==> src/rtl/pe_seq_ctrl_if.sv <==
// SRAM-like word bus used by pe_seq_ctrl, shared with the axi2mem bridge.
// The master drives request/write fields; the slave returns combinational read data.
interface pe_seq_ctrl_if #(
  parameter int ADDR_WIDTH = 5
);
  logic                  req_i;
  logic [3:0]            wen_i;
  logic [ADDR_WIDTH-1:0] addr_i;
  logic [31:0]           data_i;
  logic [31:0]           data_o;

  modport master (output req_i, wen_i, addr_i, data_i, input data_o);
  modport slave  (input req_i, wen_i, addr_i, data_i, output data_o);
endinterface

==> src/rtl/pe_seq_ctrl.sv <==
// Bus-programmable dot-product sequencer driving pe_core from a local operand buffer.
// Optional WAIT watchdog is enabled by defining PE_SEQ_TIMEOUT_EN.
module pe_seq_ctrl #(
  parameter int DEPTH       = 8,
  parameter int ADDR_WIDTH  = 5,
  parameter int TIMEOUT_CYC = 64
) (
  input  logic               clk_i,
  input  logic               rst_ni,
  pe_seq_ctrl_if.slave       bus,
  output logic               done_o,
  output logic               pe_read_in,
  output logic               pe_mode_sel,
  output logic [7:0]         pe_a,
  output logic [7:0]         pe_b,
  output logic               pe_clr_acc,
  input  logic               pe_out_vld,
  input  logic [23:0]        pe_pro_sum
);

  localparam int         IW      = (DEPTH > 1) ? $clog2(DEPTH) : 1;
  localparam logic [4:0] DEPTH_L = 5'(DEPTH);

  typedef enum logic [2:0] {
    S_IDLE  = 3'd0,
    S_CLR   = 3'd1,
    S_ISSUE = 3'd2,
    S_WAIT  = 3'd3,
    S_DONE  = 3'd4
  } state_e;

  state_e      r_state;
  logic [4:0]  r_len;
  logic [3:0]  r_idx;
  logic [23:0] r_result;
  logic        r_done;
  logic        r_err;
  logic        r_mode_sel;
  logic        r_pe_read_in;
  logic        r_pe_clr_acc;
  logic [7:0]  r_pe_a;
  logic [7:0]  r_pe_b;
  logic [7:0]  r_buf_a [DEPTH];
  logic [7:0]  r_buf_b [DEPTH];

  logic [ADDR_WIDTH-1:0] w_addr;
  logic [31:0]           w_addr32;
  logic                  w_wr;
  logic                  w_ctrl_hit;
  logic                  w_len_hit;
  logic                  w_buf_hit;
  logic [IW-1:0]         w_buf_idx;
  logic                  w_start;
  logic                  w_abort;
  logic                  w_clear;
  logic                  w_busy;
  logic [4:0]            w_eff_len;
  logic                  w_last;
  logic [3:0]            w_next_idx;
  logic [31:0]           w_rdata;
  logic                  w_unused_data;

  assign w_addr     = bus.addr_i;
  assign w_addr32   = 32'(w_addr);
  assign w_wr       = bus.req_i && (bus.wen_i != 4'h0);
  assign w_ctrl_hit = (w_addr32 == 32'd0);
  assign w_len_hit  = (w_addr32 == 32'd2);
  assign w_buf_hit  = (w_addr32 >= 32'd16) && (w_addr32 < 32'(16 + DEPTH));
  assign w_buf_idx  = w_addr32[IW-1:0];

  // Abort dominates start when both arrive in the same CTRL write.
  assign w_abort    = w_wr && w_ctrl_hit && bus.data_i[1];
  assign w_start    = w_wr && w_ctrl_hit && bus.data_i[0] && !bus.data_i[1];
  assign w_clear    = w_wr && w_ctrl_hit && bus.data_i[3];
  assign w_busy     = (r_state != S_IDLE);

  assign w_eff_len  = (r_len > DEPTH_L) ? DEPTH_L : r_len;
  assign w_last     = ({1'b0, r_idx} == (w_eff_len - 5'd1));
  assign w_next_idx = r_idx + 4'd1;

  assign w_unused_data = ^bus.data_i[31:16];

`ifdef PE_SEQ_TIMEOUT_EN
  localparam int WD_W = $clog2(TIMEOUT_CYC + 1);
  logic [WD_W-1:0] r_wdog;
  assign done_o = r_done | r_err;
`else
  localparam int unused_timeout_cyc = TIMEOUT_CYC;
  assign done_o = r_done;
`endif

  // NOTE: the operand buffer has no reset so it maps onto plain RAM; software always loads it before START.
  always_ff @(posedge clk_i) begin
    if (w_wr && w_buf_hit && !w_busy) begin
      if (bus.wen_i[0]) r_buf_a[w_buf_idx] <= bus.data_i[7:0];
      if (bus.wen_i[1]) r_buf_b[w_buf_idx] <= bus.data_i[15:8];
    end
  end

  // NOTE: every register here uses <= so all state updates see the pre-edge values, whatever the statement order.
  always_ff @(posedge clk_i or negedge rst_ni) begin
    if (!rst_ni) begin
      r_state      <= S_IDLE;
      r_len        <= '0;
      r_idx        <= '0;
      r_result     <= '0;
      r_done       <= 1'b0;
      r_err        <= 1'b0;
      r_mode_sel   <= 1'b0;
      r_pe_read_in <= 1'b0;
      r_pe_clr_acc <= 1'b0;
      r_pe_a       <= '0;
      r_pe_b       <= '0;
`ifdef PE_SEQ_TIMEOUT_EN
      r_wdog       <= '0;
`endif
    end else begin
      r_pe_read_in <= 1'b0;
      r_pe_clr_acc <= 1'b0;

      // Clear comes first so a DONE/ERR set later in this block takes priority.
      if (w_clear) begin
        r_done <= 1'b0;
        r_err  <= 1'b0;
      end
      if (w_wr && w_len_hit && !w_busy)  r_len      <= bus.data_i[4:0];
      if (w_wr && w_ctrl_hit && !w_busy) r_mode_sel <= bus.data_i[2];

      if (w_abort && w_busy) begin
        r_state <= S_IDLE;
      end else begin
        unique case (r_state)
          S_IDLE: begin
            if (w_start) begin
              r_done <= 1'b0;
              r_err  <= 1'b0;
              if (w_eff_len == 5'd0) begin
                r_result <= '0;
                r_done   <= 1'b1;
                r_state  <= S_DONE;
              end else begin
                r_idx        <= '0;
                r_pe_clr_acc <= 1'b1;
                r_state      <= S_CLR;
              end
            end
          end
          S_CLR: begin
            r_pe_read_in <= 1'b1;
            r_pe_a       <= r_buf_a[0];
            r_pe_b       <= r_buf_b[0];
            r_state      <= S_ISSUE;
          end
          S_ISSUE: begin
`ifdef PE_SEQ_TIMEOUT_EN
            r_wdog  <= '0;
`endif
            r_state <= S_WAIT;
          end
          S_WAIT: begin
            if (pe_out_vld) begin
              if (w_last) begin
                r_result <= pe_pro_sum;
                r_done   <= 1'b1;
                r_state  <= S_DONE;
              end else begin
                r_idx        <= w_next_idx;
                r_pe_read_in <= 1'b1;
                r_pe_a       <= r_buf_a[w_next_idx[IW-1:0]];
                r_pe_b       <= r_buf_b[w_next_idx[IW-1:0]];
                r_state      <= S_ISSUE;
              end
            end
`ifdef PE_SEQ_TIMEOUT_EN
            else if (r_wdog == WD_W'(TIMEOUT_CYC - 1)) begin
              r_err   <= 1'b1;
              r_state <= S_IDLE;
            end else begin
              r_wdog <= r_wdog + 1'b1;
            end
`endif
          end
          S_DONE:  r_state <= S_IDLE;
          default: r_state <= S_IDLE;
        endcase
      end
    end
  end

  // NOTE: w_rdata gets a default before any branch so the read mux stays combinational.
  always_comb begin
    w_rdata = '0;
    if (w_buf_hit) begin
      w_rdata = {16'h0, r_buf_b[w_buf_idx], r_buf_a[w_buf_idx]};
    end else begin
      case (w_addr32)
        32'd0:   w_rdata = {29'h0, r_mode_sel, 2'b00};
        32'd1:   w_rdata = {21'h0, r_state, r_idx, 1'b0, r_err, r_done, w_busy};
        32'd2:   w_rdata = {27'h0, r_len};
        32'd3:   w_rdata = {{8{r_result[23]}}, r_result};
        default: w_rdata = '0;
      endcase
    end
  end

  assign bus.data_o  = w_rdata;
  assign pe_read_in  = r_pe_read_in;
  assign pe_clr_acc  = r_pe_clr_acc;
  assign pe_mode_sel = r_mode_sel;
  assign pe_a        = r_pe_a;
  assign pe_b        = r_pe_b;

endmodule
==> src/flat_wrapper.sv <==
// flat-port wrapper written by rule: the top's interface ports become plain ports
module pe_seq_ctrl_flat 
#(
  parameter int DEPTH       = 8,
  parameter int ADDR_WIDTH  = 5,
  parameter int TIMEOUT_CYC = 64
)
  (clk_i, rst_ni, done_o, pe_read_in, pe_mode_sel, pe_a, pe_b, pe_clr_acc, pe_out_vld, pe_pro_sum, bus_req_i, bus_wen_i, bus_addr_i, bus_data_i, bus_data_o);
  pe_seq_ctrl_if #(.ADDR_WIDTH(ADDR_WIDTH)) bus_i ();
  input  logic clk_i;
  input  logic rst_ni;
  output logic done_o;
  output logic pe_read_in;
  output logic pe_mode_sel;
  output logic [7:0] pe_a;
  output logic [7:0] pe_b;
  output logic pe_clr_acc;
  input  logic pe_out_vld;
  input  logic [23:0] pe_pro_sum;
  input wire logic [$bits(bus_i.req_i)-1:0] bus_req_i;
  input wire logic [$bits(bus_i.wen_i)-1:0] bus_wen_i;
  input wire logic [$bits(bus_i.addr_i)-1:0] bus_addr_i;
  input wire logic [$bits(bus_i.data_i)-1:0] bus_data_i;
  output wire logic [$bits(bus_i.data_o)-1:0] bus_data_o;
  assign bus_i.req_i = bus_req_i;
  assign bus_i.wen_i = bus_wen_i;
  assign bus_i.addr_i = bus_addr_i;
  assign bus_i.data_i = bus_data_i;
  assign bus_data_o = bus_i.data_o;
  pe_seq_ctrl #(.DEPTH(DEPTH), .ADDR_WIDTH(ADDR_WIDTH), .TIMEOUT_CYC(TIMEOUT_CYC)) u_core (.clk_i(clk_i), .rst_ni(rst_ni), .bus(bus_i), .done_o(done_o), .pe_read_in(pe_read_in), .pe_mode_sel(pe_mode_sel), .pe_a(pe_a), .pe_b(pe_b), .pe_clr_acc(pe_clr_acc), .pe_out_vld(pe_out_vld), .pe_pro_sum(pe_pro_sum));
endmodule
==> config.mk <==
export PLATFORM = sky130hd
export DESIGN_NAME = pe_seq_ctrl_flat
export DESIGN_NICKNAME = d
export VERILOG_FILES = /design/src/rtl/pe_seq_ctrl_if.sv /design/src/rtl/pe_seq_ctrl.sv /design/src/flat_wrapper.sv
export SDC_FILE = /design/constraint.sdc
export NUM_CORES = 1
export LEC_CHECK = 0
export BUFFER_PORTS_ARGS = -buffer_cell sky130_fd_sc_hd__clkbuf_2
export CAP_MARGIN = 0
export CORE_MARGIN = 5
export CORE_UTILIZATION = 30
export DETAILED_ROUTE_END_ITERATION = 10
export SETUP_SLACK_MARGIN = 0.1
export SLEW_MARGIN = 25
export SYNTH_ARGS = -nofsm -noshare
export SYNTH_HDL_FRONTEND = slang
export SYNTH_SLANG_ARGS = --single-unit
==> constraint.sdc <==
create_clock -name clk_i -period 3.1 [get_ports clk_i]
set_input_delay 0.31 -clock clk_i [delete_from_list [all_inputs] [get_ports clk_i]]
set_output_delay 0.31 -clock clk_i [all_outputs]
set_load 0.02 [all_outputs]
Yosys cells after proc, flatten, opt, wreduce, memory -nomap -nowiden
Memory sizes are Yosys's and may differ from the RTL's.
Index checks and enable logic that the tools add are counted.
{ "classes": {"order_cmp": 3, "reduce_logical": 26, "muxes": 50, "n_bitwise": 1, "eq_ne": 15, "add_sub_neg": 2} }
{ "ops": {"columns": ["operator", "count"], "rows": [
  ["32-bit one-hot mux with 4 select lines", 1],
  ["24-bit two-way mux", 4],
  ["24-bit one-hot mux with 2 select lines", 1],
  ["32-bit logical NOT", 1],
  ["32-bit two-way mux", 1],
  ["8-bit two-way mux", 4],
  ["8-bit one-hot mux with 2 select lines", 2],
  ["1-bit two-way mux", 23],
  ["4-bit two-way mux", 4],
  ["3-bit two-way mux", 5],
  ["1-bit logical AND", 13],
  ["3-bit one-hot mux with 4 select lines", 1],
  ["6-bit AND reduction", 2],
  ["5-bit by 2-bit == test with 1-bit output (second input constant)", 2],
  ["4-bit one-hot mux with 2 select lines", 1],
  ["3-bit by 2-bit == test with 1-bit output (second input constant)", 2],
  ["2-bit by 1-bit inequality test with 1-bit output (second input constant)", 3],
  ["2-bit inequality test (second input constant)", 3],
  ["4-bit by 5-bit == test with 1-bit output", 1],
  ["5-bit by 1-bit == test with 1-bit output (second input constant)", 1],
  ["5-bit >= comparator (second input constant)", 1],
  ["5-bit by 4-bit > comparator with 1-bit output (second input constant)", 1],
  ["5-bit logical NOT", 1],
  ["5-bit less-than comparator (second input constant)", 1],
  ["15 further kinds", 18]
]} }
{ "word_totals": {"reg_bits": 57, "out_inout_bits": 52, "n_memories": 2, "ramBits": 128, "elab_cells": 110, "input_bits": 69} }
{ "mem_list": {"columns": ["memory", "words", "word_bits", "rd", "rd_ports_with_merged_regs", "write_ports", "line", "source"], "rows": [
  ["u_core.r_buf_a", 8, 8, 3, 0, 1, "pe_seq_ctrl.sv:43", "logic [7:0] r_buf_a [DEPTH];"],
  ["u_core.r_buf_b", 8, 8, 3, 0, 1, "pe_seq_ctrl.sv:44", "logic [7:0] r_buf_b [DEPTH];"]
]} }

Depth between registers and ports, before layout
{ "logic_depth": {"ltp_word": 9, "ltp_mapped": 10, "ltp_nobuf": 9} }

Worst setup path after synthesis
No wires, ideal clock.
{ "synth_path": {"kind": "register to register", "start": "register u_core.r_len[4]", "end": "register u_core.r_pe_a[5], in the netlist u_core.pe_a[5]", "path_buffers": 1, "setup_ns": 0.125, "t_arrival_ns": 2.360, "path_stages_with_launch": 11, "synth_period_minus_slack_ns": 2.485, "path_slack_ns": 0.615, "required_time_ns": 2.975, "path_cell_list": "dfrtp_1 nor3b_1 inv_1 ha_1 xor2_1 and3_1 o2111ai_2 o21ai_2 a21oi_4 buf_12 mux2_4"} }
{ "synth_via": {"elab_chain_cells": 6} }
{ "synth_lines": {"columns": ["element", "line", "source"], "rows": [
  ["start: declaration", "pe_seq_ctrl.sv:33", "logic [4:0] r_len;"],
  ["start signal: assignment", "pe_seq_ctrl.sv:126", "if (w_wr && w_len_hit && !w_busy) r_len <= bus.data_i[4:0];"],
  ["5-bit by 4-bit > comparator with 1-bit output", "pe_seq_ctrl.sv:77", "assign w_eff_len = (r_len > DEPTH_L) ? DEPTH_L : r_len;"],
  ["5-bit two-way mux *", "pe_seq_ctrl.sv:77", null],
  ["5-bit by 1-bit subtractor with 5-bit output *", "pe_seq_ctrl.sv:78", "assign w_last = ({1'b0, r_idx} == (w_eff_len - 5'd1));"],
  ["4-bit by 5-bit == test with 1-bit output *", "pe_seq_ctrl.sv:78", null],
  ["2-bit inequality test (no source line) *", null, null],
  ["4-bit AND reduction (no source line) *", null, null],
  ["end signal: assignment", "pe_seq_ctrl.sv:150", "r_pe_a <= r_buf_a[0];"],
  ["end signal: assignment", "pe_seq_ctrl.sv:169", "r_pe_a <= r_buf_a[w_next_idx[IW-1:0]];"],
  ["end: declaration", "pe_seq_ctrl.sv:41", "logic [7:0] r_pe_a;"]
]} }
Mark *: on every way between the ends. The rest lies on a longest branch, timed or not.
A chain may end at the register's enable or synchronous reset.

Worst setup path after layout
{ "layout_path": {"start": "register u_core.r_state[1]", "end": "output bus_data_o[0]"} }
{ "layout_via": {"elab_chain_cells": 3} }
{ "layout_lines": {"columns": ["element", "line", "source"], "rows": [
  ["start: declaration", "pe_seq_ctrl.sv:32", "state_e r_state;"],
  ["start signal: assignment", "pe_seq_ctrl.sv:103", "r_state <= S_IDLE;"],
  ["start signal: assignment", "pe_seq_ctrl.sv:130", "r_state <= S_IDLE;"],
  ["start signal: assignment", "pe_seq_ctrl.sv:140", "r_state <= S_DONE;"],
  ["3-bit nonzero test", "pe_seq_ctrl.sv:75", "assign w_busy = (r_state != S_IDLE);"],
  ["32-bit one-hot mux with 4 select lines", "pe_seq_ctrl.sv:196", "case (w_addr32)"],
  ["32-bit two-way mux", "pe_seq_ctrl.sv:193", "if (w_buf_hit) begin"],
  ["end: declaration", "flat_wrapper.sv:24", "output wire logic [$bits(bus_i.data_o)-1:0] bus_data_o;"]
]} }
Every way passes these cells.

==> flow_summary_export.csv <==
group,metric,value,unit
timing,timing.final.crit_share,87.3,%
layout,regArea,5270,µm²
floorplan,start_util,30.4,%
floorplan,coreArea,29600,µm²
synthesis,ys.flop_type,"edfxtp_1",
run_status,status,"finished, final reports clean",
clock_network,cts_tree,"done",
timing,slew_headroom,41.6,%
layout,fin_cells,1105,
route,drt_iter0_drc,437,
synthesis,ys_ff_latch,185,
job,drv_cap,0,
power_and_ir_drop,power.density,729,nW/µm²
timing,setup_slack,395,ps
clock_network,htreeDepth,4,
floorplan,pin_count,121,
setup_path,cp_slowest_stage_delay,520,ps
synthesis,synth_nets,654,
timing,rsz0062_at_grt,"false",
setup_path,critPathMaxFanout,10,
layout,final_core_util,36.1,%
timing,worstMarginPinSlew,874,ps
floorplan,chipHeight,183,µm
route,drcViolationCount,0,
placed_design,hpwl,16000,µm
layout,syn2layout_area_growth,18.9,%
layout,antenna_cells,0,
global_routing,grt.total_usage,13.8,%
clock_network,cts_setup_buffers,0,
placed_design,io_buffer_count,104,
route,vias,5538,
clock_network,clockBufferDepth,2,
timing,fmax,370,MHz
timing,setup_tns,0,ps
timing,fin_skew,12.8,ps
power_and_ir_drop,leakage,4.07,nW
setup_path,worstPathRequired,2790,ps
global_routing,antenna_found_initial,2,
synthesis,yosys_warnings,0,
synthesis,synth-edff-count,128,
global_routing,grt_pass1_wl,35100,µm
timing,period_minus_slack,2710,ps
placed_design,dpl.cell_count,1072,
layout,fillerInstances,2829,
clock_network,cts_num_sinks,185,
min_path,min_path_type,"in2reg",
clock_network,clock_latency,430,ps
placed_design,gp_congestion,0.777,
floorplan,row_count,63,
setup_path,start_kind,"flop",
clock_network,path_clk_slew,70,ps
placed_design,dp_slack,429,ps
layout,multi_input_area,3480,µm²
synthesis,syn_area,9000,µm²
global_routing,grt_max_degree,38,
setup_path,cp_slowest_cell,"dfrtp_1",
route,dr.pass1.iters,5,
synthesis,synth_cell_types,48,
synthesis,async_reset_ff_share,30.8,%
setup_path,path_class,"reg2out",
global_routing,first_global_vias,5651,
global_routing,grt.overflow.total,0,
timing,setup_viol,0,
setup_path,cp_cell_sequence,"or3_1, mux2_2, a22o_1, a22oi_1, nor2_1, clkbuf_2",
power_and_ir_drop,peakVddDrop,0.000410,V
floorplan,die-area,33600,µm²
route,wl_per_cell,20.7,µm
route,ant_nets,0,
route,routed_wirelength,22900,µm
setup_path,cp-end-kind,"output port",
timing,hold_violations,0,
route,avgViaCountPerCell,5.01,
layout,drive_gt1_share,39.4,%
clock_network,cts_buffers,17,
synthesis,ys_seq_area_share,58.5,%
clock_network,cts_resized,0,
setup_path,worstPathArrival,2400,ps
clock_network,root_buffer,"clkbuf_16",
clock_network,postCtsHoldBufs,1,
synthesis,synth.avg_cell_area,15.4,µm²
layout,final_nets,773,
floorplan,die_x,183,µm
timing,slew_viol_final,0,
synthesis,synth_cells,583,
-- placed cells by master, fill, tap and decap left out, types with 3 or more instances in the layout --
master,Yosys,final
nor3_1,8,8
clkbuf_2,0,103
inv_1,3,3
dfrtp_1,57,57
a22o_1,4,4
nand3_1,29,29
mux2i_1,33,33
inv_6,0,6
and2_1,11,11
buf_12,1,5
xor2_1,4,3
mux4_2,65,65
edfxtp_1,128,128
mux2_4,9,9
nor2_1,27,27
mux2_2,22,22
and3_1,5,5
clkinv_1,0,4
o2bb2ai_1,24,24
clkbuf_16,0,17
nand2b_1,5,5
buf_4,11,38
a22oi_1,4,4
a21o_1,3,3
o21ai_0,25,25
nand2_1,33,33
a31oi_1,4,4
o22ai_1,7,7
-- cells in the mapped netlist (all sizes together), types with 2 or more instances --
master,instances,share of area (%)
dfrtp,57,16
xor2,4,0.39
o21ai,27,1.6
a22oi,4,0.33
a31oi,4,0.28
nand2b,5,0.35
nand3,29,1.6
nor3,9,0.56
ha,2,0.28
mux2i,33,3.7
nor2,28,1.2
nor2b,2,0.14
a21o,3,0.25
and2,11,0.76
o22ai,7,0.49
a21oi,3,0.29
inv,3,0.13
o2bb2ai,24,2.3
mux4,65,16
buf,29,2.0
mux2,31,4.3
clkbuf,19,0.79
and3,5,0.35
edfxtp,128,43
nand2,33,1.4
a22o,4,0.39
-- power breakdown --
group / internal, W / switching (W)
Combinational: 0.00141 / 0.00137
Clock: 0.00104 / 0.000984
Sequential: 0.00285 / 0.000146
-- critical path: cells and delay by family, from the launching register on --
kind            cells  cell delay (ps)
flops               1              520
simple gates        2              510
compound gates      2              480
mux                 1              290
buf+inv             1              160
-- cell type report --
| type | count | area share, % |
|---|---|---|
| Sequential cell | 185 | 49.2 |
| Multi-Input combinational cell | 347 | 32.5 |
| Timing Repair Buffer | 148 | 8.56 |
| Inverter | 3 | 0.105 |
| Clock buffer | 17 | 3.97 |
| Tap cell | 390 | 4.56 |
| Clock inverter | 15 | 1.05 |
-- kinds of logic after synthesis --
kind of cell,count (synthesis),synth area share [%]
compound gates,80,6.42
xor+xnor,5,0.570
fa+ha+maj,2,0.278
buf+inv,51,2.92
flops,185,58.5
mux,129,24.2
simple gates,131,7.11
-- worst paths after layout --
kind / from / endpoint / slack [ps] / cells past startpoint
min in group asynchronous: rst_ni / u_core.pe_a[6] / 420 / 2
worst max register to register: u_core.r_len[4] / u_core.pe_a[0] / 430 / 10
worst max-delay path: u_core.r_state[1] / bus_data_o[0] / 390 / 6
worst min register to register: u_core.r_result[18] / u_core.r_result[18] / 480 / 1
worst min-delay path: pe_pro_sum[17] / u_core.r_result[17] / 130 / 3
max in group asynchronous: rst_ni / u_core.r_result[18] / 1950 / 3
-- stage by stage --
step           cell area, µm²  total power, W  hold WS [ps]
2_1_floorplan            9000         0.00504          14.4
3_3_place_gp            10200         0.00586           352
3_5_place_dp            10200         0.00588           356
4_1_cts                 10700         0.00793           102
5_1_grt                 10700         0.00825           113
6_report                10700         0.00781           128
-- metal layers --
metal,up-vias,global-route usage [%],part of all wire (%)
met2,162,21.5,47
met4,4,3.96,1.8
li1,2550,-,-
met3,25,3.69,5.9
met1,2797,19.1,45
met5,-,0,0.12
-- sequential cells by signal, summed over array words and instances (netlist names) --
signal,cells
u_core.r_idx,4
u_core.r_len,5
u_core.pe_clr_acc,1
u_core.done_o,1
u_core.pe_read_in,1
u_core.r_buf_a,64
u_core.r_err,1
u_core.r_result,24
u_core.r_state,3
u_core.r_buf_b,64
u_core.pe_mode_sel,1
u_core.pe_a,8
u_core.pe_b,8
(Power assumes the default switching activity.)
